### src/rtl/handshake_slave_fifo.sv
// Valid/ack receive endpoint with a programmable pre-ack wait, buffering accepted words
// in a first-word-fall-through FIFO drained by a valid/ready consumer.
module handshake_slave_fifo #(
    parameter int unsigned DATA_W     = 8,
    parameter int unsigned DEPTH      = 4,
    parameter int unsigned CNT_W      = 4,
    parameter bit          FOUR_PHASE = 1'b0
) (
    input  logic                         clk,
    input  logic                         rst,
    input  logic [DATA_W-1:0]            in_data,
    input  logic                         in_valid,
    output logic                         in_ack,
    input  logic [CNT_W-1:0]             delay_cfg,
    output logic [DATA_W-1:0]            out_data,
    output logic                         out_valid,
    input  logic                         out_ready,
    output logic [$clog2(DEPTH+1)-1:0]   fill,
    output logic                         stall
);

    localparam int unsigned PTR_W  = $clog2(DEPTH);
    localparam int unsigned FILL_W = $clog2(DEPTH + 1);

    typedef enum logic [1:0] {S_IDLE, S_WAIT, S_ACK, S_REL} state_e;

    state_e              ps_q, ps_d;
    logic [CNT_W-1:0]    cnt_q, cnt_d;
    logic [CNT_W-1:0]    d_lat_q, d_lat_d;

    logic [DATA_W-1:0]   mem_q [DEPTH];
    logic [PTR_W-1:0]    wr_ptr_q, rd_ptr_q;
    logic [FILL_W-1:0]   fill_q;

    logic                full;
    logic                push;
    logic                pop;

    assign full      = (fill_q == FILL_W'(DEPTH));
    // At most one push is ever in flight, so the not-full check on entry to S_ACK suffices.
    assign push      = (ps_q == S_ACK);
    assign out_valid = (fill_q != '0);
    assign pop       = out_valid && out_ready;
    assign out_data  = out_valid ? mem_q[rd_ptr_q] : '0;
    assign fill      = fill_q;
    assign in_ack    = (ps_q == S_ACK) || (ps_q == S_REL);

    always_comb begin
        ps_d    = ps_q;
        cnt_d   = cnt_q;
        d_lat_d = d_lat_q;
        stall   = 1'b0;
        unique case (ps_q)
            S_IDLE: begin
                cnt_d = '0;
                if (in_valid) begin
                    d_lat_d = delay_cfg;
                    ps_d    = S_WAIT;
                end
            end
            S_WAIT: begin
                if (!in_valid) begin
                    ps_d  = S_IDLE;
                    cnt_d = '0;
                end else if (cnt_q != d_lat_q) begin
                    cnt_d = cnt_q + CNT_W'(1);
                end else if (full) begin
                    stall = 1'b1;
                end else begin
                    ps_d = S_ACK;
                end
            end
            S_ACK: begin
                cnt_d = '0;
                ps_d  = FOUR_PHASE ? S_REL : S_IDLE;
            end
            S_REL: begin
                if (!in_valid) ps_d = S_IDLE;
            end
        endcase
    end

    always_ff @(posedge clk) begin
        if (rst) begin
            ps_q    <= S_IDLE;
            cnt_q   <= '0;
            d_lat_q <= '0;
        end else begin
            ps_q    <= ps_d;
            cnt_q   <= cnt_d;
            d_lat_q <= d_lat_d;
        end
    end

    always_ff @(posedge clk) begin
        if (rst) begin
            wr_ptr_q <= '0;
            rd_ptr_q <= '0;
            fill_q   <= '0;
        end else begin
            if (push) wr_ptr_q <= wr_ptr_q + PTR_W'(1);
            if (pop)  rd_ptr_q <= rd_ptr_q + PTR_W'(1);
            unique case ({push, pop})
                2'b10:   fill_q <= fill_q + FILL_W'(1);
                2'b01:   fill_q <= fill_q - FILL_W'(1);
                default: fill_q <= fill_q;
            endcase
        end
    end

    // Storage is deliberately left uncleared on reset; emptiness is tracked by fill_q.
    always_ff @(posedge clk) begin
        if (!rst && push) mem_q[wr_ptr_q] <= in_data;
    end

endmodule
### config.mk
export PLATFORM = sky130hd
export DESIGN_NAME = handshake_slave_fifo
export DESIGN_NICKNAME = d
export VERILOG_FILES = /design/src/rtl/handshake_slave_fifo.sv
export SDC_FILE = /design/constraint.sdc
export NUM_CORES = 1
export LEC_CHECK = 0
export ABC_AREA = 1
export CORE_MARGIN = 3
export CORE_UTILIZATION = 45
export CTS_BUF_LIST = sky130_fd_sc_hd__clkbuf_4 sky130_fd_sc_hd__clkbuf_8
export DETAILED_ROUTE_END_ITERATION = 7
export HOLD_SLACK_MARGIN = 0.06
export PLACE_DENSITY = 0.68
export SYNTH_ARGS = -nofsm -noshare
export SYNTH_HDL_FRONTEND = slang
export SYNTH_SLANG_ARGS = --single-unit
export TNS_END_PERCENT = 20
### constraint.sdc
create_clock -name clk -period 2.35 [get_ports clk]
set_input_delay 0.235 -clock clk [delete_from_list [all_inputs] [get_ports clk]]
set_output_delay 0.235 -clock clk [all_outputs]
set_load 0.1 [all_outputs]
# Yosys cells after proc, flatten, opt, wreduce, memory -nomap -nowiden
# Memories as Yosys holds them, arrays and structs flattened. A register that Yosys moved wholly into a read port is not among the register bits.
# Cells that the tools add are included.
word_totals:
  mem_bits_rw: 32
  regBits: 17
  out_inout_bits: 14
  elab_cells: 55
  in_bits: 16
  mem_count: 1
op_classes:
  n_addsub: 5
  n_reduce_logical: 12
  mux: 19
  n_eq_ne: 12
memory_table:
  columns: ["name", "depth", "width", "rd", "rd_ports_with_merged_regs", "wr", "line_no", "source"]
  rows:
  - ["mem_q", 4, 8, 1, 1, 1, "31", "logic [DATA_W-1:0] mem_q [DEPTH];"]
ops:
  columns: ["op", "n"]
  rows:
  - ["2-bit 2-to-1 mux", 7]
  - ["3-bit != test, second input constant", 3]
  - ["4-bit 2-to-1 mux", 2]
  - ["8-bit 2-to-1 mux", 1]
  - ["2-bit one-hot mux with 4 select lines", 1]
  - ["4-bit one-hot mux with 2 select lines", 1]
  - ["2-bit equality test, second input constant", 3]
  - ["1-bit 2-to-1 mux", 6]
  - ["3-bit one-hot mux with 2 select lines", 1]
  - ["2-bit by 1-bit adder with 2-bit output, second input constant", 2]
  - ["4-bit by 1-bit adder with 4-bit output, second input constant", 1]
  - ["2-bit by 1-bit equality test with 1-bit output, second input constant", 2]
  - ["2-bit != test, second input constant", 2]
  - ["4-bit != test", 1]
  - ["2-bit AND reduction", 2]
  - ["4-bit AND reduction", 1]
  - ["2-bit nonzero test", 2]
  - ["3-bit by 1-bit adder with 3-bit output, second input constant", 1]
  - ["3-bit equality test, second input constant", 1]
  - ["3-bit nonzero test", 1]
  - ["3-bit by 1-bit subtractor with 3-bit output, second input constant", 1]
  - ["1-bit logical AND", 2]
  - ["2-bit logical NOT", 1]
  - ["2-bit OR reduction", 1]
  - ["2 further kinds", 2]

# Logic depth before layout (Yosys ltp)
# Gate-level depths: netlist of run 1.
logic_depth:
  ltp_word: 5
  ltp_mapped: 11
  mapped_depth_nobuf: 11

# Worst setup path after synthesis of run 1
# Ideal clock, no wire load.
synth_path:
  path_type: "register to output"
  start: "register fill_q[2], in the netlist fill[2]"
  end: "output stall"
  required_ns: 2.115
  arrival_ns: 3.318
  path_slack_ns: -1.203
  n_path_buf: 0
  path_stages_with_launch: 3
  path_cell_list: "dfxtp_1 > nand3_1 > nor3_1"
synth_between:
  elab_chain_len: 5
synth_lines:
  columns: ["item", "line_no", "source"]
  rows:
  - ["start, declared", "33", "logic [FILL_W-1:0] fill_q;"]
  - ["start signal, assigned", "104", "2'b10: fill_q <= fill_q + FILL_W'(1);"]
  - ["start signal, assigned", "105", "2'b01: fill_q <= fill_q - FILL_W'(1);"]
  - ["start signal, assigned", "106", "default: fill_q <= fill_q;"]
  - ["3-bit equality test", "39", "assign full = (fill_q == FILL_W'(DEPTH));"]
  - ["1-bit 2-to-1 mux", "67", "end else if (full) begin"]
  - ["1-bit 2-to-1 mux", "65", "end else if (cnt_q != d_lat_q) begin"]
  - ["1-bit 2-to-1 mux", "62", "if (!in_valid) begin"]
  - ["1-bit 2-to-1 mux", "53", "unique case (ps_q)"]
  - ["end, declared", "19", "output logic stall"]
# No other way between the ends.

==> results.cfg, run 1 <==
[finish]
design.final.nets = 302
synthToLayoutAreaGrowth_pct = 26.73
share_of_post_route_cells_with_drive_strength_above_1_pct = 18.93
antenna_cells = 0
n_fill_cell = 410

[critical_path]
cp_top_family = flip-flops
cp_num_buf_inv = 2
end_kind = output pin
critPathLaunchType = flop
critical-path-max-stage-delay_ps = 550
worst-endpoint-arrival_ps = 1740
timing.critical_path.cells = inv_1 > nor2_1 > o21ai_0 > a21oi_2 > buf_12
critPathSlowestCell = sky130_fd_sc_hd__dfxtp_1
cp_max_fo = 9
path_class = flop to output pin
cp_data_required_time_ps = 2120

[logic_synthesis]
post-synth-top-area-fraction_pct = 42.50
post_synth_num_cell_types = 22
synthCells = 243
yosys_warnings = 0
synth-async-reset-ratio_pct = 0
yosysMostFrequentCell = sky130_fd_sc_hd__nor2_1
synthesis.area_um2 = 2261
post_synth_main_area_contributors = sky130_fd_sc_hd__edfxtp_1, sky130_fd_sc_hd__dfxtp_1, sky130_fd_sc_hd__nor2_1
synth_top_area_cell = sky130_fd_sc_hd__edfxtp_1
synth_common_cells = sky130_fd_sc_hd__nor2_1, sky130_fd_sc_hd__edfxtp_1, sky130_fd_sc_hd__inv_1
ys_dominant_reg_cell = sky130_fd_sc_hd__edfxtp_1
synth_nets = 266
postSynthAreaPerCell_um2 = 9.304
synth-edff-count = 32
synth.yosys.seq_area_share_pct = 59.32
synth_seq_cells = 51

[clocking]
count_of_hold_fix_buffers_inserted_at_cts = 0
cts_tree = done
clk_pin_slew_worst_paths_ps = 80
cts-root-buf = sky130_fd_sc_hd__clkbuf_8
cts-root-to-sink-buffers = 2
clock_sinks = 51
post-cts-setup-buffer-count = 0
htree_num_levels = 2
number_of_buffers_created_by_cts = 5
insertion_delay_ps = 290
cts_repair_resize_count = 0

[power_and_ir_drop]
cellLeakagePower_nw = 1.083
share_clk_of_total_power_pct = 19.1
pwr_density_cell_nw_per_um2 = 893.3
power.share.combinational_pct = 41.2
seq_power_share_pct = 39.6
switching_share_pct = 40.40
maximum_vdd_drop_mv = 0.3933
cell_internal_pwr_mw = 1.525
total_switching_power_mw = 1.034

[grt]
number_of_global_route_vias_before_repair = 1582
grt_pass1_wl_mm = 7.113
grt_antenna_before_repair = 0
grt_max_degree = 17
grt-ovfl-total = 0
gr-usage-all-layers_pct = 15.25

[detailed_routing]
post_drt_via_cell_ratio = 4.778
finalWirelength_mm = 4.197
avgRoutedWirePerCell_um = 12.10
num_vias = 1658
route.antenna.remaining_nets = 0
first_iter_violations = 97
detailedRoute.firstPassIterationCount = 4
detail_route.drc_violations = 0

[floorplan]
floorplan.initialDensity_pct = 47.24
placementRows = 25
fp.dieArea_um2 = 5911
num_io_pins = 30
die_y_extent_um = 76.88
core-area_um2 = 4786
die_width_um = 76.88

[run_status]
status = finished clean

[placement]
dp_slack_ps = 288.7
post-dp-hpwl_mm = 3.007
gp_congestion = 0.8817
io_buffer_count = 29

[sta]
timing.clock.skew_ps = 4.020
final_min_period_over_clock_period_pct = 84.21
fmax_mhz = 505.3
fin_setup_tns_ps = 0
finalSetupViolations = 0
worst_slew_margin_rel_pct = 73.35
setup_repair_after_global_routing_missed_its_margin = false
hold_violations = 0
postLayoutSetupSlackWorst_ps = 371.1
slew_viol_final = 0
period_needed_ps = 1979
tightest_slew_ps = 398.8

[job]
max_cap_viol_count = 0

[worst_hold_path]
hold_path.class = flop to flop
placed cells by master (no fill, tap or decap):
master                            netlist  layout
sky130_fd_sc_hd__a21oi_1               25      17
sky130_fd_sc_hd__a21oi_2                0       8
sky130_fd_sc_hd__buf_12                 0       9
sky130_fd_sc_hd__buf_4                  1      12
sky130_fd_sc_hd__clkbuf_4               0       2
sky130_fd_sc_hd__clkbuf_8               0       5
sky130_fd_sc_hd__clkdlybuf4s50_1        0      15
sky130_fd_sc_hd__clkinvlp_2             0       1
sky130_fd_sc_hd__dfxtp_1               19      16
sky130_fd_sc_hd__dfxtp_2                0       3
sky130_fd_sc_hd__edfxtp_1              32      32
sky130_fd_sc_hd__fa_1                   1       1
sky130_fd_sc_hd__ha_1                   6       6
sky130_fd_sc_hd__inv_1                 28      28
sky130_fd_sc_hd__inv_2                  5       5
sky130_fd_sc_hd__nand2_1               25      25
sky130_fd_sc_hd__nand2_4                1       1
sky130_fd_sc_hd__nand3_1                8       8
sky130_fd_sc_hd__nand3_2                1       1
sky130_fd_sc_hd__nand4_1                3       3
sky130_fd_sc_hd__nor2_1                46      46
sky130_fd_sc_hd__nor2_2                 4       4
sky130_fd_sc_hd__nor2_4                 1       1
sky130_fd_sc_hd__nor3_4                 0       1
sky130_fd_sc_hd__o21ai_0               26      26
sky130_fd_sc_hd__o21ai_1                3       3
sky130_fd_sc_hd__xnor2_1                1       1
worst register-to-register path, stage by stage (launching register included):
cell	delay (ps)
sky130_fd_sc_hd__dfxtp_2	350
sky130_fd_sc_hd__inv_1	80
sky130_fd_sc_hd__nand2_1	110
sky130_fd_sc_hd__nor2_4	100
sky130_fd_sc_hd__nor2_2	140
sky130_fd_sc_hd__ha_1	160
sky130_fd_sc_hd__inv_1	70
sky130_fd_sc_hd__fa_1	380
sky130_fd_sc_hd__a21oi_1	140
sky130_fd_sc_hd__o21ai_0	110
sky130_fd_sc_hd__o21ai_0	150
sky130_fd_sc_hd__a21oi_1	50
power groups by stage:
stage	combinational, mW	sequential (mW)	clock [mW]
5_1_grt	1.11	1.02	0.541
4_1_cts	1.06	1.02	0.507
3_5_place_dp	1.06	1.04	0
3_3_place_gp	1.05	1.03	0
6_report	1.06	1.01	0.489
2_1_floorplan	0.671	1.10	0
state kept, by name, summed over array words and instances (netlist names), named ones only:
name / cells
cnt_q: 4
d_lat_q: 4
fill: 3
mem_q: 32
ps_q: 2
rd_ptr_q: 2
wr_ptr_q: 2
final timing paths:
path	from	to	depth (start not counted)	slack (ps)
setup / recovery	flop	out_data[3]	5	370
hold / removal	fill[0]	fill[0]	1	440
setup reg to reg	fill[0]	fill[2]	11	410
hold reg to reg	fill[0]	fill[0]	1	440
through the flow:
step | std cells | hold slack, ps | power, mW | util (%) | cell area (um2)
2_1_floorplan | 243 | 304.1 | 1.767 | - | 2306
3_3_place_gp | 339 | 425.3 | 2.087 | 58.01 | 2776
3_5_place_dp | 339 | 432.7 | 2.099 | 58.01 | 2776
4_1_cts | 347 | 444.1 | 2.586 | 59.87 | 2865
5_1_grt | 347 | 477.0 | 2.676 | 59.87 | 2865
6_report | 347 | 438.1 | 2.560 | 59.87 | 2865
cells by family (layout without fill, tap and decap cells):
group	Yosys count	count (layout)	synth area share [%]
and+or+nand+nor	90	90	17.16
AOI/OAI and AO/OA	54	54	11.95
DFF	51	51	59.32
buffers and inverters	40	77	6.973
adders and majority gates	7	7	4.206
xor gates and xnor gates	1	1	0.3875
area by class of cell:
cell class	instances	area, um2	area share, %
sequential	51	1345	46.94
timing repair buffer	36	420.4	14.67
inverter	33	123.9	4.323
clock buffer	7	83.83	2.926
clock inverter	1	5.005	0.1747
multi-input combinational	152	803.3	28.03
tap	67	83.83	2.926
per-layer routing:
layer / wire length, um / global-route usage [%]
met1: 1838 / 17.90
met2: 2144 / 26.22
met3: 175 / 4.225
met4: 38 / 6.159
met5: 0 / 0
(Power assumes the default switching activity.)
==> inputs of run 2 (changes only) <==
PLACE_DENSITY = 0.71   (was 0.68)
clock period = 1.6 ns   (was 2.35 ns; I/O delays follow)
==> results.cfg, run 2 (synthesis gave the netlist of run 1 again) <==
[run_status]
status = finished with violations
failing_checks = setup timing

[sta]
fin_setup_tns_ps = -158.0
finalSetupViolations = 7
fmax_mhz = 606.2
postLayoutSetupSlackWorst_ps = -49.55
period_needed_ps = 1650
tightest_slew_ps = 290.2
worst_slew_margin_rel_pct = 80.63
final_min_period_over_clock_period_pct = 103.1
hold_violations = 0
setup_repair_after_global_routing_missed_its_margin = true
timing.clock.skew_ps = 4.893
slew_viol_final = 0

[clocking]
clock_sinks = 51
clk_pin_slew_worst_paths_ps = 90
number_of_buffers_created_by_cts = 5
cts_tree = done
htree_num_levels = 2
cts-root-buf = sky130_fd_sc_hd__clkbuf_8
insertion_delay_ps = 300
cts-root-to-sink-buffers = 2

[placement]
gp_congestion = 0.8345
placed_area_um2 = 2984
io_buffer_count = 29
post-dp-hpwl_mm = 2.978
placedCellCount = 356

[detailed_routing]
finalWirelength_mm = 4.389
avgRoutedWirePerCell_um = 11.89
detail_route.drc_violations = 0
first_iter_violations = 64
route.antenna.remaining_nets = 0
detailedRoute.firstPassIterationCount = 4
post_drt_via_cell_ratio = 4.786
num_vias = 1766

[worst_hold_path]
hold_path.class = flop to flop
min_delay_path_depth = 2

[grt]
grt_antenna_before_repair = 0
gr-usage-all-layers_pct = 15.30
number_of_global_route_vias_before_repair = 1657
grt_max_degree = 18
grt_pass1_wl_mm = 7.141
grt-ovfl-total = 0

[floorplan]
num_io_pins = 30
fp.dieArea_um2 = 5911
die_y_extent_um = 76.88
die_width_um = 76.88
placementRows = 25
floorplan.initialDensity_pct = 47.24
core-area_um2 = 4786

[power_and_ir_drop]
pwr_density_cell_nw_per_um2 = 1324
power.share.combinational_pct = 44.1
cell_internal_pwr_mw = 2.620
total_switching_power_mw = 1.656
share_clk_of_total_power_pct = 20.9
seq_power_share_pct = 35.0
maximum_vdd_drop_mv = 0.7421
cellLeakagePower_nw = 1.238
switching_share_pct = 38.73

[finish]
commonest_cells_after_routing_fill_and_taps_aside = sky130_fd_sc_hd__nor2_1, sky130_fd_sc_hd__edfxtp_1, sky130_fd_sc_hd__buf_4
number_of_flip_flops_under_the_largest_register_name = 32
core_util_final_pct = 67.48
reg_with_most_ffs = mem_q
share_of_post_route_cells_with_drive_strength_above_1_pct = 32.12
largestRegisters = mem_q: 32 flops, cnt_q: 4 flops, d_lat_q: 4 flops
layout_commonest_cell = sky130_fd_sc_hd__nor2_1
post-route-cell-area_um2 = 3229
design.final.nets = 324
antenna_cells = 0
n_fill_cell = 369
synthToLayoutAreaGrowth_pct = 42.83
fin_cells = 369

[critical_path]
end_kind = output pin
worst-endpoint-arrival_ps = 1490
r2r_cells = 11
cp_max_fo = 6
cp_data_required_time_ps = 1440
worst-r2r-setup-slack_ps = -10
path_class = flop to output pin
critPathLaunchType = flop

[job]
max_cap_viol_count = 0
[run 2: cell count changes in the layout (fill, tap and decap cells not counted), sizes merged]
cell,change
buf,+22
clkbuf,-2
clkinvlp,-1
bufinv,+1
clkinv,+2
[run 2: final cells by class]
type	count	area (um2)	share of cell area, %
Clock buffer	5	68.82	2.131
Clock inverter	3	47.55	1.472
Inverter	33	130.1	4.029
Multi-Input combinational cell	152	867.1	26.85
Sequential cell	51	1369	42.39
Tap cell	67	83.83	2.596
Timing Repair Buffer	58	663.1	20.53
[run 2: worst paths after layout]
path | startpoint | endpoint
max | flop | out_data[5]
min | rd_ptr_q[1] | flop
max reg2reg | fill[0] | fill[2]
min reg2reg | rd_ptr_q[1] | flop
[run 2: what timing repair did]
| action | in CTS | in global routing |
|---|---|---|
| hold buffers | 0 | 0 |
| gates resized for setup | 19 | 26 |
| pin swaps | 12 | 11 |
| setup endpoints to repair | 10 | 11 |
| setup buffers | 5 | 0 |
[run 2: critical path, stage by stage, from the launching register on]
cell                      delay, ps
sky130_fd_sc_hd__dfxtp_4        410
sky130_fd_sc_hd__buf_6          120
sky130_fd_sc_hd__nor2_1          50
sky130_fd_sc_hd__nor2_1         100
sky130_fd_sc_hd__o21ai_1        100
sky130_fd_sc_hd__a21oi_2        210
sky130_fd_sc_hd__buf_12         200
[run 2: layer usage]
metal  vias to the layer above  track usage, %  routed length, um
met5                         -               0                  0
met4                         0           4.710                 55
met3                         7           3.991                137
met2                        27           26.48               2245
met1                       811           18.61               1950
li1                        921               -                  -
[run 2: power by group through the flow]
| stage | clock, mW | sequential, mW | combinational, mW |
|---|---|---|---|
| final | 0.894 | 1.49 | 1.89 |
| after global routing | 0.977 | 1.50 | 1.97 |
| after CTS | 0.915 | 1.49 | 1.86 |
| after detailed placement | 0 | 1.52 | 1.78 |
| after global placement | 0 | 1.52 | 1.76 |
| after floorplan | 0 | 1.62 | 0.998 |
[run 2: through the flow]
stage / setup WS (ps) / power, mW / hold WS, ps
after global routing: -163.1 / 4.454 / 477.4
after detailed placement: -275.5 / 3.300 / 459.2
final: -49.55 / 4.276 / 468.3
after CTS: -109.5 / 4.264 / 464.0
after floorplan: -330.7 / 2.618 / 229.1
after global placement: -199.9 / 3.277 / 453.1
